## src/rtl/uart_tx_frame_if.sv

```systemverilog
// Parallel-side request bus and serial-side outputs of the UART frame transmitter.
// data_valid is a request and busy is the inverted ready: a word transfers on a rising edge where data_valid=1 and busy=0.
interface uart_tx_frame_if #(
  parameter int DATA_WIDTH = 8
);
  logic [DATA_WIDTH-1:0] p_data;
  logic                  data_valid;
  logic                  par_en;
  logic                  par_typ;
  logic                  tx_out;
  logic                  busy;
  logic [2:0]            state_dbg;

  modport master (
    output p_data, data_valid, par_en, par_typ,
    input  tx_out, busy, state_dbg
  );

  modport slave (
    input  p_data, data_valid, par_en, par_typ,
    output tx_out, busy, state_dbg
  );
endinterface

```

## src/rtl/uart_tx_frame.sv

```systemverilog
// UART frame serialiser: start bit, DATA_WIDTH data bits LSB first, optional parity, one stop bit.
// One bit per clk edge; tx_out and busy are driven straight from flops.
module uart_tx_frame #(
  parameter int DATA_WIDTH = 8
) (
  input  logic            clk,
  input  logic            rst,
  uart_tx_frame_if.slave  bus
);
  localparam int CW = $clog2(DATA_WIDTH);
  localparam logic [CW-1:0] LAST_BIT = CW'(DATA_WIDTH - 1);

  typedef enum logic [2:0] {
    IDLE   = 3'd0,
    START  = 3'd1,
    DATA   = 3'd2,
    PARITY = 3'd3,
    STOP   = 3'd4
  } state_t;

  state_t                state_q, state_d;
  logic [DATA_WIDTH-1:0] shreg_q, shreg_d;
  logic [CW-1:0]         cnt_q, cnt_d;
  logic                  par_en_q, par_en_d;
  logic                  par_bit_q, par_bit_d;
  logic                  tx_q, tx_d;
  logic                  busy_q, busy_d;

  always_ff @(posedge clk or posedge rst) begin
    if (rst) begin
      state_q   <= IDLE;
      shreg_q   <= '0;
      cnt_q     <= '0;
      par_en_q  <= 1'b0;
      par_bit_q <= 1'b0;
      tx_q      <= 1'b1;
      busy_q    <= 1'b0;
    end else begin
      state_q   <= state_d;
      shreg_q   <= shreg_d;
      cnt_q     <= cnt_d;
      par_en_q  <= par_en_d;
      par_bit_q <= par_bit_d;
      tx_q      <= tx_d;
      busy_q    <= busy_d;
    end
  end

  always_comb begin
    state_d = state_q;
    case (state_q)
      IDLE:    if (bus.data_valid) state_d = START;
      START:   state_d = DATA;
      DATA:    if (cnt_q == LAST_BIT) state_d = par_en_q ? PARITY : STOP;
      PARITY:  state_d = STOP;
      STOP:    state_d = IDLE;
      default: state_d = IDLE;
    endcase
  end

  // Each register holds the value of the bit being shown during the next state.
  always_comb begin
    shreg_d   = shreg_q;
    cnt_d     = cnt_q;
    par_en_d  = par_en_q;
    par_bit_d = par_bit_q;
    tx_d      = tx_q;
    busy_d    = busy_q;
    case (state_q)
      IDLE: begin
        tx_d   = 1'b1;
        busy_d = 1'b0;
        if (bus.data_valid) begin
          shreg_d   = bus.p_data;
          par_en_d  = bus.par_en;
          par_bit_d = (^bus.p_data) ^ bus.par_typ;
          tx_d      = 1'b0;
          busy_d    = 1'b1;
        end
      end
      START: begin
        tx_d    = shreg_q[0];
        shreg_d = {1'b0, shreg_q[DATA_WIDTH-1:1]};
        cnt_d   = '0;
      end
      DATA: begin
        if (cnt_q == LAST_BIT) begin
          tx_d = par_en_q ? par_bit_q : 1'b1;
        end else begin
          tx_d    = shreg_q[0];
          shreg_d = {1'b0, shreg_q[DATA_WIDTH-1:1]};
          cnt_d   = cnt_q + 1'b1;
        end
      end
      PARITY: begin
        tx_d = 1'b1;
      end
      STOP: begin
        tx_d   = 1'b1;
        busy_d = 1'b0;
      end
      default: begin
        tx_d   = 1'b1;
        busy_d = 1'b0;
      end
    endcase
  end

  assign bus.tx_out    = tx_q;
  assign bus.busy      = busy_q;
  assign bus.state_dbg = state_q;
endmodule

```

## src/flat_wrapper.sv

```systemverilog
// flat-port wrapper written by rule: the top's interface ports become plain ports
module uart_tx_frame_flat 
#(
  parameter int DATA_WIDTH = 8
)
  (clk, rst, bus_p_data, bus_data_valid, bus_par_en, bus_par_typ, bus_tx_out, bus_busy, bus_state_dbg);
  uart_tx_frame_if #(.DATA_WIDTH(DATA_WIDTH)) bus_i ();
  input  logic clk;
  input  logic rst;
  input wire logic [$bits(bus_i.p_data)-1:0] bus_p_data;
  input wire logic [$bits(bus_i.data_valid)-1:0] bus_data_valid;
  input wire logic [$bits(bus_i.par_en)-1:0] bus_par_en;
  input wire logic [$bits(bus_i.par_typ)-1:0] bus_par_typ;
  output wire logic [$bits(bus_i.tx_out)-1:0] bus_tx_out;
  output wire logic [$bits(bus_i.busy)-1:0] bus_busy;
  output wire logic [$bits(bus_i.state_dbg)-1:0] bus_state_dbg;
  assign bus_i.p_data = bus_p_data;
  assign bus_i.data_valid = bus_data_valid;
  assign bus_i.par_en = bus_par_en;
  assign bus_i.par_typ = bus_par_typ;
  assign bus_tx_out = bus_i.tx_out;
  assign bus_busy = bus_i.busy;
  assign bus_state_dbg = bus_i.state_dbg;
  uart_tx_frame #(.DATA_WIDTH(DATA_WIDTH)) u_core (.clk(clk), .rst(rst), .bus(bus_i));
endmodule
```

## config.mk

```make
export PLATFORM = sky130hd
export DESIGN_NAME = uart_tx_frame_flat
export DESIGN_NICKNAME = d
export VERILOG_FILES = /design/src/rtl/uart_tx_frame_if.sv /design/src/rtl/uart_tx_frame.sv /design/src/flat_wrapper.sv
export SDC_FILE = /design/constraint.sdc
export NUM_CORES = 1
export LEC_CHECK = 0
export ABC_AREA = 0
export BUFFER_PORTS_ARGS = -buffer_cell sky130_fd_sc_hd__buf_2
export CAP_MARGIN = 0
export CORE_MARGIN = 2
export CORE_UTILIZATION = 50
export CTS_CLUSTER_SIZE = 16
export DETAILED_ROUTE_END_ITERATION = 10
export PLACE_DENSITY = 0.73
export RECOVER_POWER = 25
export SYNTH_ARGS = -nofsm -noshare
export SYNTH_HDL_FRONTEND = slang
export SYNTH_SLANG_ARGS = --single-unit
```

## constraint.sdc

```tcl
create_clock -name clk -period 2.6 [get_ports clk]
set_clock_uncertainty 0.2 [all_clocks]
set_input_delay 0.13 -clock clk [delete_from_list [all_inputs] [get_ports clk]]
set_output_delay 0.13 -clock clk [all_outputs]
set_load 0.005 [all_outputs]
```

==> After elaboration in Yosys (flattened, before gate mapping) <==
Index checks and enable logic that the tools add are counted.
{ "op_classes": {"add_sub_neg": 1, "eq_ne": 7, "n_mux": 15, "bitwise_logic": 1, "reduce_logical": 9} }
{ "op_table": {"columns": ["cell", "count"], "rows": [
  ["case mux 8 bit (3 select lines)", 1],
  ["2-to-1 mux 8 bit", 2],
  ["2-to-1 mux 3 bit", 4],
  ["case mux 3 bit (4 select lines)", 1],
  ["parity 8 bit", 1],
  ["== test 3 x 2 -> 1 bit, second input constant", 2],
  ["case mux 3 bit (2 select lines)", 1],
  ["AND reduction 2 bit", 3],
  ["2-to-1 mux 1 bit", 4],
  ["inequality test 2 bit, second input constant", 2],
  ["adder 3 x 1 -> 3 bit, second input constant", 1],
  ["== test 3 x 1 -> 1 bit, second input constant", 1],
  ["== test 3 bit, second input constant", 1],
  ["logical NOT 3 bit", 1],
  ["case mux 1 bit (3 select lines)", 1],
  ["AND reduction 3 bit", 1],
  ["nonzero test 3 bit", 1],
  ["OR reduction 3 bit", 1],
  ["inequality test 2 x 1 -> 1 bit, second input constant", 1],
  ["case mux 1 bit (2 select lines)", 1],
  ["nonzero test 2 bit", 1],
  ["bitwise XOR 1 bit", 1]
]} }
{ "totals": {"register_bits": 18, "out_inout_bits": 5, "elab_cells": 40} }

==> Depth between registers and ports, before layout <==
Gate-level depths: netlist of the first run.
{ "depth": {"depth_word": 3, "ltp_mapped": 7} }

==> Least setup slack after synthesis of the first run <==
No wires, ideal clock.
{ "synth_path": {"path_type": "reg2reg", "startpoint": "register u_core.cnt_q[0]", "endpoint": "register u_core.shreg_q[3]", "setup_time_ns": 0.077, "t_arrival_ns": 1.686, "required_ns": 2.323, "setup_slack_ns": 0.637, "path_stages_with_launch": 8, "path_buffers": 1, "period_less_slack_ns": 1.963, "cell_sequence": "dfrtp_1 > ha_1 > ha_1 > or3b_1 > a21oi_4 > buf_6 > nor2_1 > a21oi_1"} }
{ "synth_via": {"elab_chain_cells": 3} }
{ "synth_rtl": {"columns": ["element", "line", "text"], "rows": [
  ["start, declared", "uart_tx_frame.sv:23", "logic [CW-1:0] cnt_q, cnt_d;"],
  ["start signal, assigned", "uart_tx_frame.sv:41", "cnt_q <= cnt_d;"],
  ["== test 3 bit", "uart_tx_frame.sv:87", "if (cnt_q == LAST_BIT) begin"],
  ["inequality test 2 bit (no source line)", null, null],
  ["AND reduction 3 bit (no source line)", null, null],
  ["end signal, assigned", "uart_tx_frame.sv:40", "shreg_q <= shreg_d;"],
  ["end, declared", "uart_tx_frame.sv:22", "logic [DATA_WIDTH-1:0] shreg_q, shreg_d;"]
]} }
No other way between the ends.
A chain may end at the register's enable or synchronous reset.

==> Final worst setup path of the first run <==
{ "layout_path": {"startpoint": "register u_core.cnt_q[0]", "endpoint": "register u_core.shreg_q[1]"} }
The elaborated chain is that of the path after synthesis.

==> results of run 1 <==
[worst register-to-register path: stages (launching register included)]
cell and delay [ns]:
dfrtp_1 0.41, ha_1 0.21, ha_1 0.23, or3b_1 0.43, a21oi_4 0.37, nor2_1 0.08, a21oi_1 0.14
[metrics by stage]
stage	cells	cell area (µm²)	power [mW]
2_1_floorplan	93	985.9	1.023
3_3_place_gp	133	1082	1.108
3_5_place_dp	133	1082	1.142
4_1_cts	148	1229	1.325
5_1_grt	148	1227	1.427
6_report	148	1227	1.315
[sequential cells by signal (all words and copies together), names as in the netlist]
register	count
u_core.bus.busy	1
u_core.cnt_q	3
u_core.par_en_q	1
u_core.bus.state_dbg	3
u_core.bus.tx_out	1
u_core.par_bit_q	1
u_core.shreg_q	8
[power breakdown]
part,switching [mW],total (mW),internal (mW)
logic,0.296,0.605,0.309
registers,0.122,0.538,0.416
clock network,0.0867,0.172,0.0854
total,0.504,1.31,0.811
[path summary, 6_finish.rpt]
path,from,to,slack (ns),depth (start not counted)
worst max-delay path,u_core.cnt_q[0]$_DFFE_PP0P_,u_core.shreg_q[1]$_DFFE_PP0P_,0.45,6
worst min-delay path,rst,u_core.shreg_q[6]$_DFFE_PP0P_,0.26,3
worst max register to register,u_core.cnt_q[0]$_DFFE_PP0P_,u_core.shreg_q[1]$_DFFE_PP0P_,0.45,6
worst min register to register,u_core.shreg_q[0]$_DFFE_PP0P_,u_core.shreg_q[0]$_DFFE_PP0P_,0.34,2
max in group asynchronous,rst,u_core.shreg_q[2]$_DFFE_PP0P_,1.52,3
min in group clk,u_core.shreg_q[0]$_DFFE_PP0P_,u_core.shreg_q[0]$_DFFE_PP0P_,0.34,2
[kinds of logic (layout without fill, tap and decap cells)]
kind of cell / Yosys count / count (layout) / share of synthesized area, %
adder cells (fa/ha/maj): 2 / 2 / 2.538
buffers and inverters: 7 / 35 / 3.426
AND/OR/NAND/NOR: 26 / 26 / 13.20
flip-flops: 18 / 18 / 45.81
multiplexers: 9 / 9 / 9.391
AO/OA/AOI/OAI: 24 / 24 / 18.02
XOR/XNOR: 7 / 7 / 7.614
[Yosys cell counts]
cell type / count / area (µm²)
dfrtp_1: 17 / 425.4
inv_1: 3 / 11.26
nor2_1: 11 / 41.29
xnor3_1: 1 / 22.52
nor3_1: 2 / 10.01
dfstp_2: 1 / 26.28
o21bai_1: 2 / 15.01
o21a_1: 1 / 7.510
o2111ai_1: 1 / 8.760
clkbuf_1: 3 / 11.26
nor2b_1: 2 / 12.51
o21ai_0: 3 / 15.01
mux2_2: 2 / 22.52
nand2_1: 3 / 11.26
nand2b_1: 3 / 18.77
buf_6: 1 / 11.26
mux2i_1: 7 / 70.07
nand3b_1: 2 / 15.01
xnor2_1: 5 / 43.79
xor2_1: 1 / 8.760
o211ai_1: 1 / 7.510
nor3b_1: 1 / 7.510
nand3_1: 1 / 5.000
or3b_1: 1 / 8.760
a22o_1: 5 / 43.79
ha_1: 2 / 25.02
a21oi_1: 8 / 40.04
a21oi_4: 2 / 32.53
a21boi_0: 1 / 7.510
[metal layers]
metal	global-route usage (%)	wire, µm	up-vias
li1	-	-	385
met1	22.24	814	356
met2	29.40	831	17
met3	2.778	58	5
met4	7.143	39	0
met5	0	0	-
[cell type report]
type                       instances  area share (%)
inverter                           3          0.9174
multi-input combinational         68           40.77
sequential                        18           36.80
timing repair buffer              28           15.80
clock buffer                       4           2.956
tap                               27           2.752
[placed cells by master, fill, tap and decap left out, types with 2 or more instances in the layout]
cell type / count
dfrtp_1: 17
buf_2: 16
nor2_1: 11
dlygate4sd3_1: 11
a21oi_1: 8
mux2i_1: 7
a22o_1: 5
xnor2_1: 5
nand2b_1: 3
inv_1: 3
nand2_1: 3
o21ai_0: 3
clkbuf_4: 3
nor2b_1: 2
nor3_1: 2
o21bai_1: 2
a21oi_4: 2
mux2_2: 2
nand3b_1: 2
ha_1: 2
==> impl_metrics.csv, run 1 <==
group,metric,value,unit
outcome,status,"completed",
timing,setup_violations,0,
floorplan,rows,16,
critical_path,crit_arrival,2.17,ns
synthesis,synthCells,93,
timing,worst_pin_slew,0.6575,ns
timing,min_period,2.155,ns
cts,clock_sinks,18,
cells_and_area,layout-drive-gt1-share,20.66,%
drt,dr.pass1.iters,4,
critical_path,startpoint_type,"flop",
timing,fin_ws,0.4454,ns
cts,htreeDepth,1,
critical_path,timing.critical_path.mode_cell,"ha_1",
placed_design,port_buffers,17,
cts,cts.hold.buffers_added,11,
placed_design,gp_routability_congestion,0.7350,
timing,rsz0062_at_grt,"false",
timing,hold_slack,0.2569,ns
global_route,grt-ovfl-total,0,
placed_design,dpl.hpwl,1.302,mm
floorplan,initial_utilization,51.84,%
floorplan,die_area,2343,µm²
drt,vias_per_cell,5.155,
synthesis,synth_cell_types,29,
drt,drtIter0Drc,6,
cells_and_area,postLayoutCoreUtil,64.54,%
synthesis,synth.yosys.seq_area_share,45.81,%
cts,clockRootBuffer,"clkbuf_4",
timing,finalHoldViolations,0,
job,maxCapViolations,0,
cells_and_area,seqCellArea,451.7,µm²
cells_and_area,n_antenna_cell,0,
pwr,peakVddDrop,0.5226,mV
global_route,grt_pass1_wl,3.187,mm
floorplan,die_h,48.41,µm
pwr,power_density,1071,nW/µm²
drt,drc_errors,0,
critical_path,cpMaxStageDelayCell,"or3b_1",
floorplan,die_x,48.41,µm
drt,wl_per_cell,11.78,µm
cts,clk_path_buf_depth,2,
synthesis,avgSynthCellArea,10.60,µm²
hold_path,hp-class,"primary input to asynchronous set/reset pin",
synthesis,syn-num-nets,108,
global_route,antenna_found_initial,0,
floorplan,io_pins,18,
critical_path,worstSetupPathType,"flop to flop",
placed_design,preCtsSetupSlack,0.4790,ns
critical_path,path_delay_family,"simple AND/OR/NAND/NOR gates",
cts,clock_latency,0.30,ns
cells_and_area,syn_to_final_growth,24.49,%
global_route,gr-usage-all-layers,17.36,%
timing,slew_violations,0,
cts,cts_resized,0,
critical_path,cp_data_required_time,2.62,ns
critical_path,cp_max_fo,16,
timing,relSlewSlack,56.12,%
synthesis,ys_warn_count,0,
cells_and_area,fill_cells,139,
cells_and_area,multi_input_area,500.5,µm²
floorplan,coreArea,1902,µm²
critical_path,end_kind,"flop",
drt,routed_wl,1.743,mm
cells_and_area,fin_nets,137,
critical_path,slowest_delay,0.43,ns
drt,detail-route-antenna-nets,0,
synthesis,ys_ff_latch,18,
critical_path,crit_chain,"ha_1 -> ha_1 -> or3b_1 -> a21oi_4 -> nor2_1 -> a21oi_1",
cts,cts_tree,"done",
cts,cts_setup_buffers,0,
global_route,grt_max_degree,19,
timing,fmax,0.4641,GHz
pwr,p_leak,0.5556,nW
timing,setup_tns,0,ns
global_route,first_global_vias,763,
drt,vias,763,
timing,post-route-period-util,82.87,%
cts,cts_buffers,3,
critical_path,path_buf_inv,0,
synthesis,synth_area,985.9,µm²
cts,path_clk_slew,0.10,ns
(Power assumes the default switching activity.)
==> run 2, diff against run 1 <==
CORE_UTILIZATION = 48   (was 50)
clock period = 1.8 ns   (was 2.6 ns; I/O delays follow)
==> impl_metrics.csv, run 2 (same netlist as run 1, synthesis figures left out) <==
group,metric,value,unit
timing,fin_ws,-0.1332,ns
global_route,grtUsageMet1,25.30,%
timing,setup_tns,-0.8540,ns
floorplan,io_pins,18,
drt,vias,824,
floorplan,die_x,49.32,µm
cells_and_area,layout_common_cells,"buf_2 (17), dfrtp_1 (17), dlygate4sd3_1 (11)",
floorplan,die_area,2432,µm²
timing,worst_pin_slew,0.6600,ns
timing,fmax,0.5173,GHz
pwr,power,2.343,mW
timing,finalHoldViolations,0,
global_route,met2_usage,31.31,%
timing,setup_violations,8,
cts,clock_sinks,18,
critical_path,slowest_delay,0.40,ns
cells_and_area,largest-register,"u_core.shreg_q",
critical_path,cp_max_fo,8,
placed_design,port_buffers,17,
cells_and_area,fin_nets,147,
critical_path,crit_arrival,1.96,ns
global_route,grt_max_degree,19,
drt,drtIter0Drc,16,
critical_path,crit_chain,"ha_2 -> ha_4 -> or3b_4 -> a21oi_4 -> buf_12 -> nor2_1 -> a21oi_1",
hold_path,hp-class,"primary input to asynchronous set/reset pin",
critical_path,end_kind,"flop",
drt,detail-route-antenna-nets,0,
floorplan,coreArea,1942,µm²
cells_and_area,final_area,1389,µm²
job,maxCapViolations,0,
global_route,gr-usage-all-layers,18.65,%
cells_and_area,fill_cells,140,
critical_path,r2r_start,"u_core.cnt_q[0]$_DFFE_PP0P_",
outcome,status,"finished, violations left",
critical_path,worstSetupPathType,"flop to flop",
critical_path,cp_data_required_time,1.82,ns
cts,clock_latency,0.29,ns
drt,dr.pass1.iters,4,
global_route,grt-ovfl-total,0,
floorplan,die_h,49.32,µm
drt,drc_errors,0,
global_route,first_global_vias,792,
cts,clk_path_buf_depth,2,
timing,relSlewSlack,55.95,%
pwr,p_leak,0.6235,nW
pwr,peakVddDrop,0.9747,mV
critical_path,reg2reg_to,"u_core.shreg_q[3]$_DFFE_PP0P_",
cells_and_area,layout-drive-gt1-share,35.88,%
floorplan,initial_utilization,50.77,%
critical_path,cpMaxStageDelayCell,"dfrtp_1",
placed_design,gp_routability_congestion,0.7402,
global_route,top_usage_layer,"met2",
cells_and_area,largest_reg_flops,8,
cts,cts_tree,"done",
drt,vias_per_cell,5.215,
outcome,violations,"setup timing",
floorplan,rows,16,
timing,post-route-period-util,107.4,%
cells_and_area,multi_input_area,543.0,µm²
global_route,antenna_found_initial,0,
global_route,grt_pass1_wl,3.525,mm
drt,wl_per_cell,13.73,µm
pwr,power_density,1687,nW/µm²
cts,path_clk_slew,0.11,ns
timing,slew_violations,0,
cts,htreeDepth,1,
cells_and_area,postLayoutCoreUtil,71.52,%
critical_path,reg2reg_slack,-0.13,ns
placed_design,placed_area,1185,µm²
timing,rsz0062_at_grt,"true",
cells_and_area,n_antenna_cell,0,
critical_path,worst_r2r_path_depth,7,
cells_and_area,seqCellArea,451.7,µm²
cts,clockRootBuffer,"clkbuf_4",
placed_design,dpl.hpwl,1.393,mm
critical_path,startpoint_type,"flop",
global_route,gr-usage-met3,1.840,%
timing,min_period,1.933,ns
cells_and_area,syn_to_final_growth,40.86,%
cts,cts_buffers,3,
drt,routed_wl,2.170,mm
==> run 2: changes by cell type in the layout (fill, tap and decap cells not counted), sizes merged <==
cell,previous run,this run
clkbuf,4,5
buf,17,26
==> run 2: critical path, delay by kind of cell (launching register included) <==
| family | cells | cell delay, ns |
|---|---|---|
| adders and majority gates | 2 | 0.36 |
| buffers and inverters | 1 | 0.16 |
| DFF | 1 | 0.40 |
| and+or+nand+nor | 2 | 0.43 |
| AOI/OAI and AO/OA | 2 | 0.31 |
==> run 2: where the power goes <==
| group | switching [mW] | internal (mW) | total, mW |
|---|---|---|---|
| combinational | 0.588 | 0.740 | 1.33 |
| clock | 0.128 | 0.123 | 0.251 |
| sequential | 0.162 | 0.602 | 0.763 |
| total | 0.878 | 1.47 | 2.34 |
==> run 2: worst max path at each step <==
stage                                            from                       endpoint  slack [ns]  cells past startpoint
after global routing      u_core.cnt_q[0]$_DFFE_PP0P_  u_core.shreg_q[3]$_DFFE_PP0P_       -0.23                      7
after global placement    u_core.cnt_q[1]$_DFFE_PP0P_  u_core.shreg_q[6]$_DFFE_PP0P_       -0.06                      7
after floorplan           u_core.cnt_q[1]$_DFFE_PP0P_  u_core.shreg_q[3]$_DFFE_PP0P_       -0.11                      7
after CTS                 u_core.cnt_q[1]$_DFFE_PP0P_  u_core.shreg_q[5]$_DFFE_PP0P_       -0.12                      7
final                     u_core.cnt_q[0]$_DFFE_PP0P_  u_core.shreg_q[3]$_DFFE_PP0P_       -0.13                      7
after detailed placement  u_core.cnt_q[1]$_DFFE_PP0P_  u_core.shreg_q[5]$_DFFE_PP0P_       -0.09                      7
==> run 2: cell type report <==
cell class              count  share of cell area, %
repair buffers             38                  22.52
flip-flops and latches     18                  32.52
multi-input cells          68                  39.10
clock buffers               4                  2.613
inverters                   3                 0.8108
well taps                  27                  2.432
==> run 2: timing repair <==
action / 4_1_cts / 5_1_grt
buffers inserted: 0 / 1
gates resized for setup: 0 / 9
endpoints found under the setup margin: 8 / 12
hold buffers: 11 / 0
cloned: 0 / 1
pin swaps: 0 / 3
endpoints found under the hold margin: 28 / 0
==> run 2: layer usage <==
metal,up-vias,part of all wire (%)
met5,-,0
met4,0,1.0
met2,21,49
met3,4,3.2
li1,405,-
met1,394,47
==> run 2: stage by stage <==
step / setup slack (ns) / std cells / hold WS, ns
floorplan: -0.1108 / 93 / -0.1722
detailed placement: -0.09413 / 141 / 0.02695
finish: -0.1332 / 158 / 0.2185
global route: -0.2330 / 158 / 0.2920
CTS: -0.1241 / 156 / 0.2504
global placement: -0.05865 / 141 / 0.02400
